<file path="config.mk">
export PLATFORM = sky130hd
export DESIGN_NAME = switch_node_4rad
export DESIGN_NICKNAME = d
export VERILOG_FILES = /design/src/rtl/switch_node_4rad.sv
export SDC_FILE = /design/constraint.sdc
export NUM_CORES = 1
export LEC_CHECK = 0
export CAP_MARGIN = 25
export CORE_MARGIN = 5
export CORE_UTILIZATION = 55
export CTS_BUF_LIST = sky130_fd_sc_hd__clkbuf_4 sky130_fd_sc_hd__clkbuf_8
export DETAILED_ROUTE_END_ITERATION = 7
export PLACE_DENSITY_LB_ADDON = 0.1
export SETUP_SLACK_MARGIN = 0.4
export SLEW_MARGIN = 30
export SYNTH_ARGS = -nofsm -noshare
export SYNTH_HDL_FRONTEND = slang
export SYNTH_SLANG_ARGS = --single-unit
</file>
<file path="constraint.sdc">
create_clock -name clk -period 4.2 [get_ports clk]
set_input_delay 0.84 -clock clk [delete_from_list [all_inputs] [get_ports clk]]
set_output_delay 0.84 -clock clk [all_outputs]
set_load 0.05 [all_outputs]
</file>
<file path="src/rtl/switch_node_4rad.sv">
`default_nettype none
// ============================================================================
// Module      : switch_node_4rad
// Description : Radix-4 wormhole switch node, per-output round-robin, one
//               register stage, no buffering. Losing packets are dropped.
//               Optional SWN_ROUTE_SHIFT_EN rotates forwarded head data by 2.
// Revision    : 1.0 - initial release
// ============================================================================
module switch_node_4rad #(
    parameter int FLIT_W = 18
) (
    input  logic                   clk,
    input  logic                   rst_n,
    input  logic [3:0][FLIT_W-1:0] in_ch,
    output logic [3:0][FLIT_W-1:0] out_ch
);

    localparam int         NPORT   = 4;
    localparam logic [1:0] ST_FREE = 2'd0;
    localparam logic [1:0] ST_FWD  = 2'd1;
    localparam logic [1:0] ST_DROP = 2'd2;
    localparam logic [1:0] T_HEAD  = 2'b11;
    localparam logic [1:0] T_BODY  = 2'b10;

    logic [NPORT-1:0][1:0]        state_q,  state_d;
    logic [NPORT-1:0][1:0]        dest_q,   dest_d;
    logic [NPORT-1:0][1:0]        rr_ptr_q, rr_ptr_d;
    logic [NPORT-1:0][FLIT_W-1:0] out_ch_q, out_ch_d;

    logic [NPORT-1:0][1:0]        w_type;
    logic [NPORT-1:0][1:0]        w_digit;
    logic [NPORT-1:0]             w_is_head;
    logic [NPORT-1:0][FLIT_W-1:0] w_head_fwd;
    logic [NPORT-1:0]             w_alloc;
    logic [NPORT-1:0][1:0]        w_owner;
    logic [NPORT-1:0]             w_grant_vld;
    logic [NPORT-1:0][1:0]        w_grant_idx;
    logic [NPORT-1:0]             w_in_granted;

    for (genvar i = 0; i < NPORT; i++) begin : g_in
        assign w_type[i]    = in_ch[i][FLIT_W-1 -: 2];
        assign w_digit[i]   = in_ch[i][FLIT_W-3 -: 2];
        assign w_is_head[i] = (w_type[i] == T_HEAD);
`ifdef SWN_ROUTE_SHIFT_EN
        // Next stage's digit lands in the routing position.
        assign w_head_fwd[i] = {in_ch[i][FLIT_W-1 -: 2], in_ch[i][FLIT_W-5:0],
                                in_ch[i][FLIT_W-3 -: 2]};
`else
        assign w_head_fwd[i] = in_ch[i];
`endif
    end

    // Allocation is derived from registered input state, so an output
    // released this cycle still looks busy until the next one.
    always_comb begin
        w_alloc = '0;
        w_owner = '0;
        for (int i = 0; i < NPORT; i++) begin
            if (state_q[i] == ST_FWD) begin
                w_alloc[dest_q[i]] = 1'b1;
                w_owner[dest_q[i]] = 2'(i);
            end
        end
    end

    always_comb begin
        logic [1:0] cand;
        cand        = '0;
        w_grant_vld = '0;
        w_grant_idx = '0;
        rr_ptr_d    = rr_ptr_q;
        for (int d = 0; d < NPORT; d++) begin
            for (int k = 0; k < NPORT; k++) begin
                cand = rr_ptr_q[d] + 2'(k);
                if (!w_grant_vld[d] && !w_alloc[d] && w_is_head[cand] &&
                    (w_digit[cand] == 2'(d))) begin
                    w_grant_vld[d] = 1'b1;
                    w_grant_idx[d] = cand;
                end
            end
            if (w_grant_vld[d]) begin
                rr_ptr_d[d] = w_grant_idx[d] + 2'd1;
            end
        end
    end

    always_comb begin
        state_d      = state_q;
        dest_d       = dest_q;
        w_in_granted = '0;
        for (int d = 0; d < NPORT; d++) begin
            if (w_grant_vld[d]) begin
                w_in_granted[w_grant_idx[d]] = 1'b1;
            end
        end
        for (int i = 0; i < NPORT; i++) begin
            if (w_is_head[i]) begin
                state_d[i] = w_in_granted[i] ? ST_FWD : ST_DROP;
                if (w_in_granted[i]) begin
                    dest_d[i] = w_digit[i];
                end
            end else begin
                case (state_q[i])
                    ST_FWD:  if (w_type[i] != T_BODY) state_d[i] = ST_FREE;
                    ST_DROP: if (w_type[i] != T_BODY) state_d[i] = ST_FREE;
                    default: state_d[i] = ST_FREE;
                endcase
            end
        end
    end

    // A head arriving on the owning input ends the old packet with no flit.
    always_comb begin
        out_ch_d = '0;
        for (int d = 0; d < NPORT; d++) begin
            if (w_grant_vld[d]) begin
                out_ch_d[d] = w_head_fwd[w_grant_idx[d]];
            end else if (w_alloc[d] && !w_is_head[w_owner[d]]) begin
                out_ch_d[d] = in_ch[w_owner[d]];
            end
        end
    end

    always_ff @(posedge clk or negedge rst_n) begin
        if (!rst_n) begin
            state_q  <= {NPORT{ST_FREE}};
            dest_q   <= '0;
            rr_ptr_q <= '0;
            out_ch_q <= '0;
        end else begin
            state_q  <= state_d;
            dest_q   <= dest_d;
            rr_ptr_q <= rr_ptr_d;
            out_ch_q <= out_ch_d;
        end
    end

    assign out_ch = out_ch_q;

endmodule
`default_nettype wire

</file>
* Word-level counts from Yosys, hierarchy flattened
Index checks and enable logic that the tools add are counted.
** Word-level totals
- Flip-flop bits (word level) :: 96
- Input bits :: 74
- Output and inout bits :: 72
- Logic and storage cells :: 375
** Operators by class
- $add $sub $neg :: 16
- Magnitude comparators :: 36
- Equality and inequality tests :: 32
- Muxes and demuxes :: 177
- Bitwise gates (word level) :: 10
- Reduce and logical (&&, ||, !) cells :: 88
** Operator list (number)
- binary-select mux 18 bit (select 2 bit) :: 8
- 2-to-1 mux 18 bit :: 16
- 2-to-1 mux 2 bit :: 51
- < comparator 2 x 3 -> 1 bit, second input constant :: 28
- binary-select mux 2 bit (select 2 bit) :: 16
- logical AND 1 bit :: 56
- 2-to-1 mux 1 bit :: 44
- binary-select mux 1 bit (select 2 bit) :: 20
- equality test 2 bit, second input constant :: 16
- 2-to-1 mux 4 bit :: 8
- bitwise OR 4 bit :: 6
- logical NOT 1 bit :: 20
- adder 2 x 1 -> 2 bit, second input constant :: 8
- adder 2 bit, second input constant :: 8
- demux 1 bit (select 2 bit) :: 8
- equality test 2 x 1 -> 1 bit, second input constant :: 8
- greater-or-equal comparator 2 x 1 -> 1 bit, second input constant :: 8
- 2-to-1 mux 8 bit :: 2
- demux 2 bit (select 2 bit) :: 3
- != test 3 x 1 -> 1 bit, second input constant :: 4
- logical NOT 2 bit :: 4
- != test 2 bit, second input constant :: 4
- bitwise OR 8 bit :: 1
- AND reduction 2 bit :: 4
- 5 further kinds :: 8

* Depth between registers and ports, before layout
- Word-level depth :: 43
- Mapped depth :: 15
- Gate-level depth less buffers :: 13

* Least setup slack after synthesis
No wires, ideal clock.
- Kind :: input port to flip-flop
- Start point :: in in_ch[50] (netlist bit)
- End point :: reg dest_q[0] (netlist bit)
- Library setup time :: 0.128 ns
- Data arrival time :: 3.794 ns
- Required time :: 4.072 ns
- Slack :: 0.278 ns
- Cell stages on the path :: 13
- Buffers on the path :: 3
- Path through :: clkbuf_1 nor4bb_1 o31ai_1 a22o_1 a221oi_2 buf_4 buf_4 inv_1 ha_1 a22o_1 a221oi_1 or2_1 mux2_1
** Between the ends
- Longest elaborated chain between the ends :: 32
- Elaborated cells between the ends (all ways) :: 160
- Classes of those cells :: 8 x order compare; 12 x eq/ne; 76 x mux; 3 x bitwise; 61 x reduce/logical
** Ends and longest elaborated chain
- start, declared :: line 14 : input logic [3:0][FLIT_W-1:0] in_ch,
- binary-select mux 2 bit (select 2 bit) :: line 76 : (w_digit[cand] == 2'(d))) begin
- 2-to-1 mux 2 bit (implied by the code) :: line 76
- logical NOT 2 bit :: line 76
- logical AND 1 bit :: line 75 : if (!w_grant_vld[d] && !w_alloc[d] && w_is_head[cand] &&
- 2-to-1 mux 1 bit :: line 75
- logical NOT 1 bit :: line 75
- logical AND 1 bit (3 in a row) :: line 75
- 2-to-1 mux 1 bit :: line 75
- (+14 left out)
- 2-to-1 mux 4 bit :: line 92 : if (w_grant_vld[d]) begin
- bitwise OR 4 bit (no source line)
- 2-to-1 mux 4 bit :: line 92
- bitwise OR 4 bit (no source line)
- 2-to-1 mux 4 bit :: line 92
- bitwise OR 4 bit (no source line)
- 2-to-1 mux 4 bit (*) :: line 92
- AND reduction 2 bit (no source line) (*)
- end signal, assigned :: line 132 : dest_q <= dest_d;
- end, declared :: line 26 : logic [NPORT-1:0][1:0] dest_q, dest_d;
Every way passes the cells marked *; elsewhere a longest branch is shown, timed or not. The select of a mux whose other input is x is not followed.
A chain may end at the register's enable or synchronous reset.

* Final worst setup path
- Start point :: in in_ch[33] (netlist bit)
- End point :: reg dest_q[4] (netlist bit)
The elaborated chain is that of the path after synthesis.

==> impl_results.md <==
* Status: completed
* Post-synthesis instance total at 1198
* Post-synth EDFFs at 0
* Tightest Pin Transition at 0.942 ns
* Die ar. at 20300 um2
* Sw Ratio at 49.6%
* Worst Path Max Fanout at 10
* DRC viols at 0
* Routed vias at 10385
* Sequential share of power at 24.7%
* CP top delay family: simple AND/OR/NAND/NOR gates
* CP peak stage delay at 0.46 ns
* Max Cap Viol at 0
* VDD IR-drop max at 0.000343 V
* # setup viols final at 0
* Drt first-iter violations at 1566
* Syn nets at 1288
* Hold WC Path Type: input pin to asynchronous set/reset pin
* Reg2reg end: dest_q[4]$_DFFE_PN0P_
* Chip height at 143 um
* CTS buffer count at 9
* Relative slew slack at 37.2%
* Setup crit start: in_ch[33]
* Req. time, crit path at 4.49 ns
* FFs w/ async S/R, synth at 100%
* Starting Density at 55.9%
* Slowest cell on crit path: clkdlybuf4s50_1
* R2R depth at 11
* P&R area growth vs syn at 20.6%
* Crit start category: input pin
* Final hold vios at 0
* WP buf/inv at 3
* Pleak at 4.79 nW
* Clock sinks at 96
* CTS tree: yes
* Endpoint type of the worst setup path: flop
* Final slew viol count at 0
* RSZ-0062 raised after global routing: yes
* Clock skew at 0.0203 ns
* Pwr dens at 494 nW/um2
* Layout cell share with drive strength beyond 1 at 10.5%
* Clock slew at reported path FFs at 0.11 ns
* Worst Setup EP: dest_q[4]$_DFFE_PN0P_
* Root buf cell: clkbuf_8
* Critical Path AT at 4.01 ns
* R2r startpoint: state_q[2]$_DFFE_PN0P_
* Peak Freq at 269 MHz
* Die span in x at 143 um
* Final ANT Viol Nets at 0
* Most common cell after layout, fill and taps aside: mux2i_1
* Int Power at 2.90 mW
* Post-synth cell types at 81
* Register-to-register setup slack at 0.62 ns
* Clock Power Share at 11.7%
* Avg WL per Cell at 22.7 um
* Layout fillers at 1505
* Clock insertion delay at the later pin of the skew report at 0.40 ns
* Cts hold-fix bufs at 0
* Total negative slack at 0 ns
* Core area at 17300 um2
* Setup CP Type: input pin to flop
* Largest net degree at the start of global routing at 72
* Gate power share at 63.6%
* Diodes inserted at 0
* WP depth at 14
* Rows at 48
* Register area share after synthesis at 24.9%
* Port buffer count at 145
* Total GRT Usage at 32.8%
* GRT overflow at 0
* Mapped Avg Cell Area at 8.07 um2
* Tot Pwr at 5.76 mW
* Final hold slack at 0.450 ns
* Post-Syn Area at 9660 um2
* Clock period minus worst slack at 3.72 ns
* WL final at 34.2 mm
* DRT Pass-1 Iters at 6
* Clk buf depth at 2
* Detail-routed via count per cell at 6.89
* Initial antenna violation count at 0
* Vias in the first global route at 9258
* Ports at 146
* Most frequent cells in the layout: mux2i_1 (148), clkdlybuf4s50_1 (144), nor2_1 (108), dfrtp_1 (96), a21oi_1 (94)
* First-pass GRT wire length at 53.0 mm
* CTS H-tree lvls at 3
* Ys flop type: dfrtp_1
* Switching power at 2.86 mW
* Nets at 1367
* Hpwl dp at 24.3 mm
* Crit share post-route at 88.5%
* Placer Congestion at 0.924
* Yosys reg bits at 96
* Layout Utilization at 67.4%
* Synth warn at 0
* Critical Path, Cell by Cell: clkdlybuf4s50_1 -> buf_4 -> nand4bb_2 -> nand2_1 -> o32ai_1 -> a21oi_1 -> mux2i_1 -> nor2_1 -> inv_1 -> ha_1 -> a22o_1 -> a221o_1 -> nand3_1 -> mux2_1
layout make-up:
| cell class | instances | area (um2) | share of cell area (%) |
|---|---|---|---|
| multi-input combinational | 919 | 6590 | 56.6 |
| sequential | 96 | 2400 | 20.6 |
| timing repair buffer | 229 | 2080 | 17.9 |
| tap | 225 | 282 | 2.42 |
| clock buffer | 11 | 145 | 1.25 |
| inverter | 22 | 85.1 | 0.730 |
| clock inverter | 5 | 63.8 | 0.548 |
power by group through the flow:
stage | Combinational, mW | Clock, mW | Sequential, mW
2_1_floorplan | 1.79 | 0 | 2.05
3_3_place_gp | 3.56 | 0 | 1.42
3_5_place_dp | 3.59 | 0 | 1.43
4_1_cts | 3.60 | 0.680 | 1.41
5_1_grt | 3.86 | 0.719 | 1.47
6_report | 3.66 | 0.672 | 1.42
synth_stat cells, types with 6 or more instances:
library cell  number  area, um2
mux2i_1          148       1480
clkbuf_1         128        480
nor2_1           108        405
dfrtp_1           96       2400
a21oi_1           94        470
o21ai_0           75        375
a211oi_1          68        510
nand2_1           60        225
nor3_1            30        150
o211ai_1          28        210
o21ai_1           20        100
o22a_1            20        175
inv_1             19       71.3
nand3_1           17       85.1
ha_1              16        200
buf_1             15       56.3
o32a_1            15        150
o221ai_1          14        123
a2bb2oi_1         12        105
buf_2             12       60.1
nor3b_1           12       90.1
mux2_1            10        113
nor2b_1           10       62.6
o2bb2ai_1         10       87.6
a31oi_1            8       50.1
mux4_2             8        180
nand3b_1           8       60.1
a221oi_1           7       61.3
and4b_1            6       60.1
mux2_2             6       67.6
o21a_1             6       45.0
repair_timing:
item | CTS | global route
gates resized for setup | 0 | 5
endpoints found under the setup margin | 0 | 8
buffers inserted | 0 | 1
worst min path at each step:
stage                           start                      to  slack (ns)
3_5_place_dp   state_q[6]$_DFFE_PN0P_  state_q[6]$_DFFE_PN0P_        0.55
6_report                        rst_n    out_ch[33]$_DFF_PN0_        0.45
4_1_cts        state_q[6]$_DFFE_PN0P_  state_q[6]$_DFFE_PN0P_        0.57
5_1_grt                         rst_n  state_q[1]$_DFFE_PN0P_        0.50
3_3_place_gp   state_q[4]$_DFFE_PN0P_  state_q[4]$_DFFE_PN0P_        0.55
2_1_floorplan  state_q[2]$_DFFE_PN0P_  state_q[2]$_DFFE_PN0P_        0.52
metrics by stage:
step                cell area, um2  instances  setup WS (ns)
detailed placement           11400       1490         0.0724
finish                       11600       1507          0.483
CTS                          11600       1506          0.493
global placement             11400       1490          0.146
global route                 11600       1507          0.389
floorplan                     9680       1198          0.410
logic make-up (layout without fill, tap and decap cells):
kind of cell             count (synthesis)  count (layout)  synth area share [%]
AND/OR/NAND/NOR                        297             297                  15.7
adder cells (fa/ha/maj)                 16              16                  2.07
buffers and inverters                  183             267                  7.60
AO/OA/AOI/OAI                          432             432                  30.5
XOR/XNOR                                 2               2                 0.181
multiplexers                           172             172                  19.1
flip-flops                              96              96                  24.9
sequential cells by signal, summed over array words and instances (netlist names):
name and flops:
dest_q 8, out_ch 72, rr_ptr_q 8, state_q 8
metal layers:
layer / share of wire [%] / GRT usage (%) / vias up
li1: - / - / 4673
met1: 43 / 49.4 / 4974
met2: 43 / 46.8 / 666
met3: 12 / 7.43 / 72
met4: 2.2 / 9.95 / 0
met5: 0 / 0 / -
Note: power is estimated with default switching activity, not from simulation.
